[config.mk]
export PLATFORM = sky130hd
export DESIGN_NAME = vid_scanout
export DESIGN_NICKNAME = d
export VERILOG_FILES = /design/src/rtl/vid_pkg.sv /design/src/rtl/vid_pix_fifo.sv /design/src/rtl/vid_scanout.sv
export SDC_FILE = /design/constraint.sdc
export NUM_CORES = 1
export LEC_CHECK = 0
export ABC_AREA = 0
export BUFFER_PORTS_ARGS = -buffer_cell sky130_fd_sc_hd__clkbuf_2
export CAP_MARGIN = 15
export CORE_AREA = 2 2 195 245
export DETAILED_ROUTE_END_ITERATION = 12
export DIE_AREA = 0 0 197 247
export HOLD_SLACK_MARGIN = 0.06
export SYNTH_ARGS = -nofsm -noshare
export SYNTH_HDL_FRONTEND = slang
export SYNTH_SLANG_ARGS = --single-unit
[constraint.sdc]
create_clock -name clk -period 7 [get_ports clk]
set_clock_uncertainty 0.2 [all_clocks]
set_input_delay 1.4 -clock clk [delete_from_list [all_inputs] [get_ports clk]]
set_output_delay 1.4 -clock clk [all_outputs]
set_load 0.02 [all_outputs]
[src/rtl/vid_pkg.sv]
// Shared types for the video scanout path: register field structs, scanout states, counter width.
package vid_pkg;

  localparam int VID_CW = 13;

  typedef enum logic [1:0] {
    ST_IDLE  = 2'd0,
    ST_PRIME = 2'd1,
    ST_RUN   = 2'd2
  } scan_state_e;

  typedef struct packed {
    logic [5:0] pcnt;
    logic       en;
  } cr_t;

  typedef struct packed {
    logic [VID_CW-1:0] hend;
    logic [VID_CW-1:0] hsize;
  } h1_t;

  typedef struct packed {
    logic [VID_CW-1:0] hsync_end;
    logic [VID_CW-1:0] hsync_start;
  } h2_t;

  typedef struct packed {
    logic [VID_CW-1:0] vend;
    logic [VID_CW-1:0] vsize;
  } v1_t;

  typedef struct packed {
    logic [VID_CW-1:0] vsync_end;
    logic [VID_CW-1:0] vsync_start;
  } v2_t;

  // Half-open window; an empty or inverted window never asserts.
  function automatic logic in_window(input logic [VID_CW-1:0] cnt,
                                     input logic [VID_CW-1:0] lo,
                                     input logic [VID_CW-1:0] hi);
    return (cnt >= lo) && (cnt < hi);
  endfunction

endpackage

[src/rtl/vid_pix_fifo.sv]
// Pixel FIFO with occupancy and flush; read data is the head entry (no push->pop bypass).
// Level updates one clock after push/pop; a push on full is accepted only alongside a pop.
module vid_pix_fifo #(
  parameter int DEPTH = 16,
  parameter int WIDTH = 24,
  localparam int AW = $clog2(DEPTH)
) (
  input  logic             clk,
  input  logic             reset,
  input  logic             flush,
  input  logic             push,
  input  logic [WIDTH-1:0] wdata,
  input  logic             pop,
  output logic [WIDTH-1:0] rdata,
  output logic             full,
  output logic             empty,
  output logic [AW:0]      level
);

  logic [WIDTH-1:0] mem [DEPTH];
  logic [AW-1:0]    wr_ptr;
  logic [AW-1:0]    rd_ptr;
  logic             do_push;
  logic             do_pop;

  assign full    = (level == (AW+1)'(DEPTH));
  assign empty   = (level == '0);
  assign do_pop  = pop && !empty;
  assign do_push = push && (!full || do_pop);
  assign rdata   = mem[rd_ptr];

  always_ff @(posedge clk or negedge reset) begin
    if (!reset) begin
      wr_ptr <= '0;
      rd_ptr <= '0;
      level  <= '0;
    end else if (flush) begin
      wr_ptr <= '0;
      rd_ptr <= '0;
      level  <= '0;
    end else begin
      if (do_push) wr_ptr <= wr_ptr + AW'(1);
      if (do_pop)  rd_ptr <= rd_ptr + AW'(1);
      level <= level + (AW+1)'(do_push) - (AW+1)'(do_pop);
    end
  end

  always_ff @(posedge clk) begin
    if (do_push && !flush) mem[wr_ptr] <= wdata;
  end

endmodule

[src/rtl/vid_scanout.sv]
// Scanout: pixel FIFO, pixel-clock divider, h/v counters and sync/blank decode; outputs register one clock after each tick.
// No backpressure to fetch: pushes into a full FIFO are dropped and flagged, pops on empty drive black and flag underflow.
module vid_scanout
  import vid_pkg::*;
#(
  parameter int FIFO_DEPTH = 16,
  parameter int PRIME_LVL  = 4
) (
  input  logic                          clk,
  input  logic                          reset,
  input  logic                          en,
  input  logic [5:0]                    pcnt,
  input  logic [12:0]                   hsize,
  input  logic [12:0]                   hend,
  input  logic [12:0]                   hsync_start,
  input  logic [12:0]                   hsync_end,
  input  logic [12:0]                   vsize,
  input  logic [12:0]                   vend,
  input  logic [12:0]                   vsync_start,
  input  logic [12:0]                   vsync_end,
  input  logic                          pix_wr,
  input  logic [31:0]                   pix_wdata,
  output logic [$clog2(FIFO_DEPTH):0]   fifo_level,
  output logic                          line_start,
  output logic                          frame_start,
  input  logic                          clr_err,
  output logic                          underflow,
  output logic                          overflow,
  output logic                          hsync,
  output logic                          hblank,
  output logic                          vsync,
  output logic                          vblank,
  output logic [7:0]                    R,
  output logic [7:0]                    G,
  output logic [7:0]                    B
);

  localparam int LW = $clog2(FIFO_DEPTH) + 1;
  localparam logic [LW-1:0] PRIME_THR = LW'(PRIME_LVL);
  localparam logic [1:0] S_IDLE  = 2'(ST_IDLE);
  localparam logic [1:0] S_PRIME = 2'(ST_PRIME);
  localparam logic [1:0] S_RUN   = 2'(ST_RUN);

  cr_t cr;
  h1_t h1;
  h2_t h2;
  v1_t v1;
  v2_t v2;

  assign cr = '{pcnt: pcnt, en: en};
  assign h1 = '{hend: hend, hsize: hsize};
  assign h2 = '{hsync_end: hsync_end, hsync_start: hsync_start};
  assign v1 = '{vend: vend, vsize: vsize};
  assign v2 = '{vsync_end: vsync_end, vsync_start: vsync_start};

  logic [1:0]        state;
  logic [1:0]        state_nxt;
  logic [5:0]        div;
  logic [VID_CW-1:0] hcnt;
  logic [VID_CW-1:0] vcnt;
  logic              flush;
  logic              prime_ok;
  logic              start_pulse;
  logic              tick;
  logic              h_wrap;
  logic              v_wrap;
  logic              hblank_c;
  logic              vblank_c;
  logic              hsync_c;
  logic              vsync_c;
  logic              active;
  logic              pop;
  logic              uflow_set;
  logic              oflow_set;
  logic              fifo_full;
  logic              fifo_empty;
  logic [23:0]       fifo_rdata;
  logic              unused_hi;

  assign unused_hi = ^pix_wdata[31:24];

  assign flush       = !cr.en;
  assign prime_ok    = (fifo_level >= PRIME_THR);
  assign start_pulse = cr.en && (state == S_PRIME) && prime_ok;
  // Gated by en so the cycle in which en drops cannot pop or flag.
  assign tick        = cr.en && (state == S_RUN) && (div == cr.pcnt);
  assign h_wrap      = (hcnt == h1.hend);
  assign v_wrap      = (vcnt == v1.vend);

  assign hblank_c = (hcnt >= h1.hsize);
  assign vblank_c = (vcnt >= v1.vsize);
  assign hsync_c  = in_window(hcnt, h2.hsync_start, h2.hsync_end);
  assign vsync_c  = in_window(vcnt, v2.vsync_start, v2.vsync_end);

  assign active    = tick && !hblank_c && !vblank_c;
  assign pop       = active && !fifo_empty;
  assign uflow_set = active && fifo_empty;
  assign oflow_set = cr.en && pix_wr && fifo_full && !pop;

  vid_pix_fifo #(
    .DEPTH (FIFO_DEPTH),
    .WIDTH (24)
  ) u_fifo (
    .clk   (clk),
    .reset (reset),
    .flush (flush),
    .push  (pix_wr),
    .wdata (pix_wdata[23:0]),
    .pop   (pop),
    .rdata (fifo_rdata),
    .full  (fifo_full),
    .empty (fifo_empty),
    .level (fifo_level)
  );

  always_comb begin
    state_nxt = state;
    if (!cr.en) begin
      state_nxt = S_IDLE;
    end else begin
      case (state)
        S_IDLE:  state_nxt = S_PRIME;
        S_PRIME: if (prime_ok) state_nxt = S_RUN;
        S_RUN:   state_nxt = S_RUN;
        default: state_nxt = S_IDLE;
      endcase
    end
  end

  always_ff @(posedge clk or negedge reset) begin
    if (!reset) begin
      state <= S_IDLE;
    end else begin
      state <= state_nxt;
    end
  end

  // Held at 0 outside RUN so the first RUN cycle always starts a fresh pixel period.
  always_ff @(posedge clk or negedge reset) begin
    if (!reset) begin
      div <= '0;
    end else if (state != S_RUN || div == cr.pcnt) begin
      div <= '0;
    end else begin
      div <= div + 6'd1;
    end
  end

  always_ff @(posedge clk or negedge reset) begin
    if (!reset) begin
      hcnt <= '0;
      vcnt <= '0;
    end else if (!cr.en) begin
      hcnt <= '0;
      vcnt <= '0;
    end else if (tick) begin
      if (h_wrap) begin
        hcnt <= '0;
        vcnt <= v_wrap ? '0 : vcnt + VID_CW'(1);
      end else begin
        hcnt <= hcnt + VID_CW'(1);
      end
    end
  end

  always_ff @(posedge clk or negedge reset) begin
    if (!reset) begin
      line_start  <= 1'b0;
      frame_start <= 1'b0;
      hsync       <= 1'b0;
      hblank      <= 1'b0;
      vsync       <= 1'b0;
      vblank      <= 1'b0;
      R           <= '0;
      G           <= '0;
      B           <= '0;
    end else if (!cr.en) begin
      line_start  <= 1'b0;
      frame_start <= 1'b0;
      hsync       <= 1'b0;
      hblank      <= 1'b0;
      vsync       <= 1'b0;
      vblank      <= 1'b0;
      R           <= '0;
      G           <= '0;
      B           <= '0;
    end else begin
      line_start  <= start_pulse || (tick && h_wrap);
      frame_start <= start_pulse || (tick && h_wrap && v_wrap);
      if (tick) begin
        hsync  <= hsync_c;
        hblank <= hblank_c;
        vsync  <= vsync_c;
        vblank <= vblank_c;
        R      <= pop ? fifo_rdata[23:16] : 8'd0;
        G      <= pop ? fifo_rdata[15:8]  : 8'd0;
        B      <= pop ? fifo_rdata[7:0]   : 8'd0;
      end
    end
  end

  // A new error in the same cycle as clr_err keeps the flag set.
  always_ff @(posedge clk or negedge reset) begin
    if (!reset) begin
      underflow <= 1'b0;
      overflow  <= 1'b0;
    end else begin
      if (uflow_set)    underflow <= 1'b1;
      else if (clr_err) underflow <= 1'b0;
      if (oflow_set)    overflow  <= 1'b1;
      else if (clr_err) overflow  <= 1'b0;
    end
  end

endmodule

==> results.ini, run 1 <==
[min_path]
hp-class=reg2reg

[synthesis]
async_flop_share_pct=17.06
syn_nets=1470
synth_seq_area_share_pct=65.27
synth_edf_count=384
syn-cell-area_sq_um=20690
synthCells=1228
synth.avg_cell_area_sq_um=16.85
yosys_warnings=0
synth_top_flop_cell=edfxtp_1
yosysUniqueCellTypes=69
synth-seq-cells=463

[power_and_ir_drop]
ir_drop_mv=0.2059
power_frac_clock_pct=40.3
p_comb_share_pct=7.1
p_seq_share_pct=52.7
pwr_density_cell_nw_per_um2=245.3
sw_frac_of_total_pct=22.64
leakage_uw=0.008870
p_sw_uw=1319
power.internal_uw=4507

[setup_path]
required_ns=7.04
path_delay_family=simple AND/OR/NAND/NOR gates
crit_fanout=18
critPathBufInv=3
arrival_ns=4.58
crit_path_frequent_cell=a21oi_1
start_kind=input port
critical_path_class=in2reg
critPathCaptureType=register
path_cells=clkbuf_2 -> inv_1 -> ha_1 -> a21oi_1 -> a21oi_1 -> or3_1 -> o21bai_4 -> o31ai_4 -> and4_1 -> buf_4
slowest_delay_ns=0.84
critPathSlowestCell=and4_1

[placement]
globalplace.congestion=0.8006
port_buffers=175
hpwl_microns=27900
dpl-instance-area_sq_um=22310
dp_slack_ns=1.868

[floorplanning]
core_area_sq_um=46550
start_util_pct=44.46
die_h_microns=247
boundaryPins=184
rows=89
die_w_microns=197
dieArea_sq_um=48660

[cells_and_area]
area.growth.synth_to_final_pct=14.77
fin_nets=1676
multiInputGateArea_sq_um=6613
num-fill-cells=3826
seq_area_sq_um=13520
drive_gt1_share_pct=27.53
fin_area_sq_um=23750

[clocking]
cts_tree=done
ctsHoldBuffers=0
cts_setup_buffers=0
clock_latency_ns=0.57
cts_root_buf=clkbuf_16
cts.sinks=463
cts_max_level=2
cts_buffers=45
cts_resized=0
clk_pin_slew_ns=0.06
clk_path_buf_depth=3

[grt]
grt_overflow=0
grt_max_degree=101
grt_use_total_pct=19.62
grt_pass1_wl_microns=71200
grt_antenna_before_repair=2
grt_pass1_vias=11964

[drt]
via_per_inst=5.603
met1_length_microns=19240
vias=11558
wl_per_cell_microns=22.78
drcViolationCount=0
wl_met3_microns=2778
drt_iter0_markers=606
wl_microns=46990
firstDrtPassIters=5
ant_nets=0
highest_layer=met5
wl_met2_microns=23810

[job]
maxCapViolCount=0

[timing]
period_share_pct=64.83
min_period_ns=4.538
hold_slack_ns=0.3051
clock.fmax_mhz=220.4
maxSlewViolCount=0
rsz0062_at_grt=false
setup_ws_ns=2.462
hold_violations=0
finalSetupTns_ns=0
worst_pin_slew_ns=0.9905
relSlewSlack_pct=33.97
setup_viol=0

[outcome]
status=finished clean

## sequential cells by signal, indices dropped and copies added, names as in the netlist
signal and count:
vsync 1, u_fifo.level 5, u_fifo.wr_ptr 4, overflow 1
hcnt 13, frame_start 1, hblank 1, underflow 1
vblank 1, div 6, hsync 1, line_start 1
R 8, state 2, u_fifo.rd_ptr 4, B 8
u_fifo.mem 384, vcnt 13, G 8
## metrics by stage
step | utilization [%] | std cells | total power, uW
finish | 51.03 | 2063 | 5826
global route | 51.03 | 2063 | 6044
CTS | 51.02 | 2062 | 5895
detailed placement | 47.92 | 1978 | 3543
global placement | 47.92 | 1978 | 3530
floorplan | - | 1228 | 3369
## placed cells by master (no fill, tap or decap), drive strengths merged, types with 17 or more instances in the layout
cell type and n:
edfxtp 384, clkbuf 240, mux4 120, inv 97
ha 94, dfrtp 79, nor2 42, a21oi 38
nand2 37, o21ai 32, xnor2 30, nand4 27
nand3 26, buf 26, a22o 24, a21o 18
xor2 18, and4 17
## cell families (layout without fill, tap and decap cells)
family / count (synthesis) / after routing / synth area share (%)
adders and majority gates: 95 / 95 / 5.780
AOI/OAI and AO/OA: 153 / 153 / 5.157
buffers and inverters: 137 / 380 / 2.787
muxes: 123 / 123 / 13.20
DFF: 463 / 463 / 65.27
other: 0 / 1 / 0
xor gates and xnor gates: 48 / 48 / 2.031
and+or+nand+nor: 209 / 209 / 5.768
## path summary, 6_finish.rpt
kind | from | slack [ns] | endpoint | depth (start not counted)
hold reg to reg | R[4] | 0.31 | R[4] | 1
max in group asynchronous | reset | 4.79 | u_fifo.rd_ptr[1] | 2
setup reg to reg | vcnt[0] | 2.83 | u_fifo.mem[6][11] | 9
min in group asynchronous | reset | 0.48 | div[5] | 1
setup / recovery | vsize[8] | 2.46 | u_fifo.mem[6][11] | 10
hold / removal | R[4] | 0.31 | R[4] | 1
## power by group through the flow
stage	logic (uW)	clock network [uW]	registers (uW)
2_1_floorplan	233	0	3140
3_3_place_gp	407	0	3120
3_5_place_dp	417	0	3130
4_1_cts	419	2410	3070
5_1_grt	466	2510	3070
6_report	411	2350	3070
## area by class of cell
class	count	area share (%)
clock buffer	66	5.326
multi-input combinational	628	27.84
inverter	96	1.517
clock inverter	18	0.7428
timing repair buffer	200	4.541
sequential	463	56.91
tap	591	3.113
antenna	1	0.01054
## layer usage
metal	vias to the layer above	GRT usage [%]
li1	5260	-
met1	5866	25.30
met2	346	34.37
met3	84	3.191
met4	2	5.617
met5	-	0
## cells in the mapped netlist, types with 21 or more instances
library cell,instances,area [sq um]
a22o_1,24,210.2
nor2_1,41,153.9
inv_1,96,360.4
nand2_1,37,138.9
dfrtp_1,79,1977
ha_1,94,1176
nand4_1,25,156.4
a21oi_1,38,190.2
xnor2_1,30,262.8
nand3_1,25,125.1
o21ai_0,30,150.1
edfxtp_1,384,11530
clkbuf_1,21,78.83
mux4_2,120,2703
No activity file was read; power rests on OpenSTA's default activity.
==> run 2: changes to the inputs <==
PLACE_DENSITY = 0.65   (was default)
clock period = 4.15 ns   (was 7 ns; I/O delays follow)
==> results.ini, run 2 (synthesis gave the netlist of run 1 again) <==
[setup_path]
required_ns=4.42  ; -2.62 ns
crit_fanout=8  ; -10
arrival_ns=3.93  ; -0.65 ns
critical_path_class=reg2reg
critPathCaptureType=register
rrSetupSlack_ns=0.49  ; -2.34 ns
start_kind=register

[grt]
grt_use_total_pct=20.07  ; +0.45 points
grt_antenna_before_repair=2  ; unchanged
grt_max_degree=61  ; -40%
grt_overflow=0  ; unchanged
grt_pass1_wl_microns=72790  ; +2.2%
grt_pass1_vias=12231  ; +2.2%

[job]
maxCapViolCount=0  ; unchanged

[placement]
port_buffers=175  ; unchanged
globalplace.congestion=0.8477  ; +5.9%
hpwl_microns=29590  ; +6.1%

[power_and_ir_drop]
pwr_density_cell_nw_per_um2=405.7  ; +65%
leakage_uw=0.009065  ; +2.2%
ir_drop_mv=0.3914  ; +90%

[drt]
ant_nets=0  ; unchanged
via_per_inst=5.642  ; +0.70%
wl_per_cell_microns=22.97  ; +0.87%
drt_iter0_markers=866  ; +43%
wl_microns=47970  ; +2.1%
firstDrtPassIters=5  ; unchanged
drcViolationCount=0  ; unchanged
vias=11780  ; +1.9%

[clocking]
cts_resized=0  ; unchanged
ctsHoldBuffers=0  ; unchanged
cts_setup_buffers=0  ; unchanged
clk_path_buf_depth=3  ; unchanged
cts_root_buf=clkbuf_16
cts_buffers=44  ; -2.2%
clock_latency_ns=0.56  ; about the same
cts.sinks=463  ; unchanged
cts_tree=done
cts_max_level=2  ; unchanged
clk_pin_slew_ns=0.06  ; about the same

[timing]
clock.fmax_mhz=273.5
min_period_ns=3.656
rsz0062_at_grt=false
worst_pin_slew_ns=1.040  ; +0.04967 ns
maxSlewViolCount=0  ; unchanged
relSlewSlack_pct=30.65  ; -3.3 points
hold_slack_ns=0.1783  ; -0.1267 ns
hold_violations=0  ; unchanged
period_share_pct=88.09
setup_viol=0  ; unchanged
finalSetupTns_ns=0  ; unchanged

[cells_and_area]
multiInputGateArea_sq_um=6613  ; unchanged
fin_nets=1704  ; +1.7%
layout_commonest_cell=edfxtp_1
top_register=u_fifo.mem
top_regs=u_fifo.mem (384), hcnt (13), vcnt (13)
drive_gt1_share_pct=28.92  ; +1.4 points
num-fill-cells=3773  ; -1.4%
n_antenna_cell=0  ; -1
largest_reg_flops=384  ; unchanged
seq_area_sq_um=13520  ; unchanged
area.growth.synth_to_final_pct=16.75
final_cell_mix=edfxtp_1 (384), clkbuf_2 (174), mux4_2 (120)

[floorplanning]
boundaryPins=184  ; unchanged
start_util_pct=44.46  ; unchanged
die_w_microns=197  ; unchanged
die_h_microns=247  ; unchanged
dieArea_sq_um=48660  ; unchanged
core_area_sq_um=46550  ; unchanged
rows=89  ; unchanged

[outcome]
status=finished clean

[min_path]
hp-class=in2async

[run 2: cell count changes in the layout (fill, tap and decap cells not counted), sizes merged]
cell	change
buf	+29
clkbuf	-14
clkinv	+10
bufinv	+2
clkinvlp	-1
diode	-1
[run 2: per-layer routing]
metal / part of all wire (%) / wire length, microns / up-vias / GRT usage, %
met1: 40 / 19230 / 5976 / 25.44
met2: 51 / 24700 / 401 / 36.12
met3: 6.0 / 2899 / 78 / 2.646
met5: 0.048 / 23 / - / 0
met4: 2.3 / 1114 / 4 / 5.750
li1: - / - / 5321 / -
[run 2: worst paths after layout]
path                           from         endpoint  cells after the start
setup / recovery           vcnt[10]  u_fifo.level[4]                     16
setup reg to reg           vcnt[10]  u_fifo.level[4]                     16
max in group asynchronous     reset           div[0]                      2
hold reg to reg                B[1]             B[1]                      1
min in group clk            clr_err        underflow                      2
hold / removal                reset             R[1]                      1
[run 2: stage by stage]
stage          instances  utilization (%)  area [sq um]  power (uW)  setup slack, ns
2_1_floorplan       1228                -         20690        5683           0.1578
3_3_place_gp        2007            48.90         22760        5978           0.1536
3_5_place_dp        2007            48.90         22760        6011           0.1058
4_1_cts             2088            51.91         24160        9907           0.4387
5_1_grt             2088            51.91         24160       10160           0.1813
6_report            2088            51.91         24160        9803           0.4942
[run 2: critical path, cell delays in order, from the launching register on]
cell      delay (ns)
dfrtp_1         0.55
ha_1            0.32
a211oi_1        0.20
nor2_1          0.07
or3_1           0.39
o21bai_4        0.22
nor3_4          0.21
ha_1            0.25
inv_1           0.05
ha_1            0.16
inv_1           0.06
fa_1            0.42
inv_1           0.07
a21oi_1         0.06
nor2_1          0.12
o21ai_0         0.10
a21oi_1         0.13
[run 2: where the power goes]
group / switching (uW) / internal [uW] / leakage, uW
combinational: 441 / 290 / 0.00384
sequential: 44.5 / 5130 / 0.00455
clock: 1700 / 2190 / 0.000681
[run 2: layout make-up]
cell class | count | area share (%)
Clock buffer | 52 | 4.806
Clock inverter | 29 | 0.9788
Inverter | 96 | 1.491
Multi-Input combinational cell | 628 | 27.37
Sequential cell | 463 | 55.94
Tap cell | 591 | 3.061
Timing Repair Buffer | 229 | 6.349
==> run 3: changes to the inputs <==
CORE_AREA = 2 2 261 327   (was 2 2 195 245)
DIE_AREA = 0 0 263 329   (was 0 0 197 247)
PLACE_DENSITY = default   (was 0.65)
clock period = 3 ns   (was 4.15 ns; I/O delays follow)
==> results.ini, run 3 (synthesis gave the netlist of run 1 again) <==
[timing]
relSlewSlack_pct=59.86  ; +29 points
setup_viol=360  ; +360
hold_slack_ns=0.1088  ; -0.06948 ns
finalSetupTns_ns=-37.43  ; -37.43 ns
rsz0062_at_grt=true
period_share_pct=108.2  ; +20 points
min_period_ns=3.245  ; -0.4105 ns
clock.fmax_mhz=308.1  ; +13%
hold_violations=0  ; unchanged
worst_pin_slew_ns=0.6008  ; -0.4394 ns
setup_ws_ns=-0.2453  ; -0.7395 ns
maxSlewViolCount=0  ; unchanged

[clocking]
cts_buffers=49  ; +11%
cts_root_buf=clkbuf_16
clk_path_buf_depth=3  ; unchanged
cts_max_level=2  ; unchanged
clk_pin_slew_ns=0.06  ; about the same
clock_latency_ns=0.60  ; +0.04 ns
cts_tree=done
cts.sinks=463  ; unchanged

[floorplanning]
core_area_sq_um=83680  ; +80%
boundaryPins=184  ; unchanged
start_util_pct=24.73  ; -20 points
dieArea_sq_um=86530  ; +78%
die_w_microns=263  ; +34%
rows=119  ; +34%
die_h_microns=329  ; +33%

[drt]
wl_per_cell_microns=20.76  ; -9.6%
firstDrtPassIters=5  ; unchanged
vias=12254  ; +4.0%
drcViolationCount=0  ; unchanged
via_per_inst=4.581  ; -19%
ant_nets=0  ; unchanged
drt_iter0_markers=846  ; -2.3%
wl_microns=55530  ; +16%

[grt]
grt_pass1_vias=12997  ; +6.3%
grt_antenna_before_repair=4  ; +2
grt_use_total_pct=12.79  ; -7.3 points
grt_pass1_wl_microns=83300  ; +14%
grt_max_degree=35  ; -43%
grt_overflow=0  ; unchanged

[outcome]
status=complete, but fails checks
violations=setup timing

[placement]
globalplace.congestion=0.8576  ; +1.2%
dpl-instance-area_sq_um=24140  ; +6.0%
hpwl_microns=36470  ; +23%
placedCellCount=2564  ; +28%
port_buffers=175  ; unchanged

[setup_path]
start_kind=register
required_ns=3.30  ; -1.12 ns
startpoint=vcnt[11]
critPathCaptureType=register
crit_fanout=2  ; -6
arrival_ns=3.54  ; -0.39 ns
critical_path_class=reg2reg
reg2reg_from=vcnt[11]

[cells_and_area]
seq_area_sq_um=13520  ; about the same
fin_area_sq_um=26250  ; +8.7%
top_regs=u_fifo.mem (384), hcnt (13), vcnt (13)
finalNonFillerCells=2675  ; +28%
multiInputGateArea_sq_um=6782  ; +2.6%
num-fill-cells=8146  ; +120%
area.growth.synth_to_final_pct=26.86
drive_gt1_share_pct=35.62  ; +6.7 points
fin_nets=1787  ; +4.9%
final_util_pct=31.37  ; -21 points
final_cell_mix=edfxtp_1 (384), clkbuf_2 (174), mux4_2 (120)
top_register=u_fifo.mem
n_antenna_cell=0  ; unchanged
largest_reg_flops=384  ; unchanged
layout_commonest_cell=edfxtp_1

[power_and_ir_drop]
power_frac_clock_pct=41.4  ; +1.7 points
pwr_density_cell_nw_per_um2=550.5  ; +36%
p_comb_share_pct=9.1  ; +1.6 points
sw_frac_of_total_pct=23.30  ; +0.98 points
p_seq_share_pct=49.5  ; -3.3 points
power.internal_uw=11080  ; +46%
ir_drop_mv=0.5252  ; +34%
leakage_uw=0.009722  ; +7.2%
p_sw_uw=3368  ; +54%

[min_path]
hp-class=in2reg
holdCritStartpoint=clr_err

[job]
maxCapViolCount=0  ; unchanged

run 3: area by class of cell:
class                           instances  share of cell area [%]
Clock buffer                           57                   4.823
Clock inverter                         35                   1.272
Inverter                               96                   1.401
Multi-Input combinational cell        628                   25.83
Sequential cell                       463                   51.51
Tap cell                             1089                   5.190
Timing Repair Buffer                  307                   9.975
run 3: metal layers:
layer	share of wire [%]	track usage, %	vias up
li1	-	-	5488
met5	0.074	0	-
met3	5.5	2.407	81
met2	51	22.56	394
met4	2.3	3.155	6
met1	41	16.19	6285
run 3: worst paths after layout:
kind,to,slack [ns],cells past startpoint
min reg2reg,R[6],0.30,1
max in group asynchronous,G[7],1.57,3
max,u_fifo.level[4],-0.25,15
max reg2reg,u_fifo.level[4],-0.25,15
min in group asynchronous,R[5],0.34,2
min,underflow,0.11,2
run 3: critical path: stages (launching register included):
cell and delay [ns]:
dfrtp_2 0.45, ha_4 0.28, nand4_1 0.11, or3_4 0.45
o21bai_4 0.20, nor3_4 0.07, ha_4 0.27, inv_2 0.04
ha_4 0.15, inv_2 0.05, fa_2 0.21, inv_2 0.04
a21oi_2 0.15, nor2_2 0.05, or3_1 0.31, a21oi_1 0.15
run 3: repair_timing:
item | in CTS | in global routing
setup buffers | 5 | 4
pin swaps | 15 | 6
hold buffers | 1 | 0
gates cloned | 8 | 1
hold endpoints to repair | 32 | 0
resized for setup | 31 | 11
endpoints found under the setup margin | 388 | 388
run 3: power groups by stage:
stage               Sequential [uW]  Clock, uW  Combinational, uW
finish                         7150       5990               1310
global route                   7160       6410               1430
CTS                            7150       6150               1300
detailed placement             7290          0               1190
global placement               7280          0               1160
floorplan                      7320          0                570
run 3: stage by stage:
step                      total power [uW]  setup slack, ns
after CTS                            14600          -0.2730
after global routing                 15010          -0.3945
after floorplan                       7887          -0.5234
after detailed placement              8478          -0.7197
final                                14450          -0.2453
after global placement                8442          -0.7501
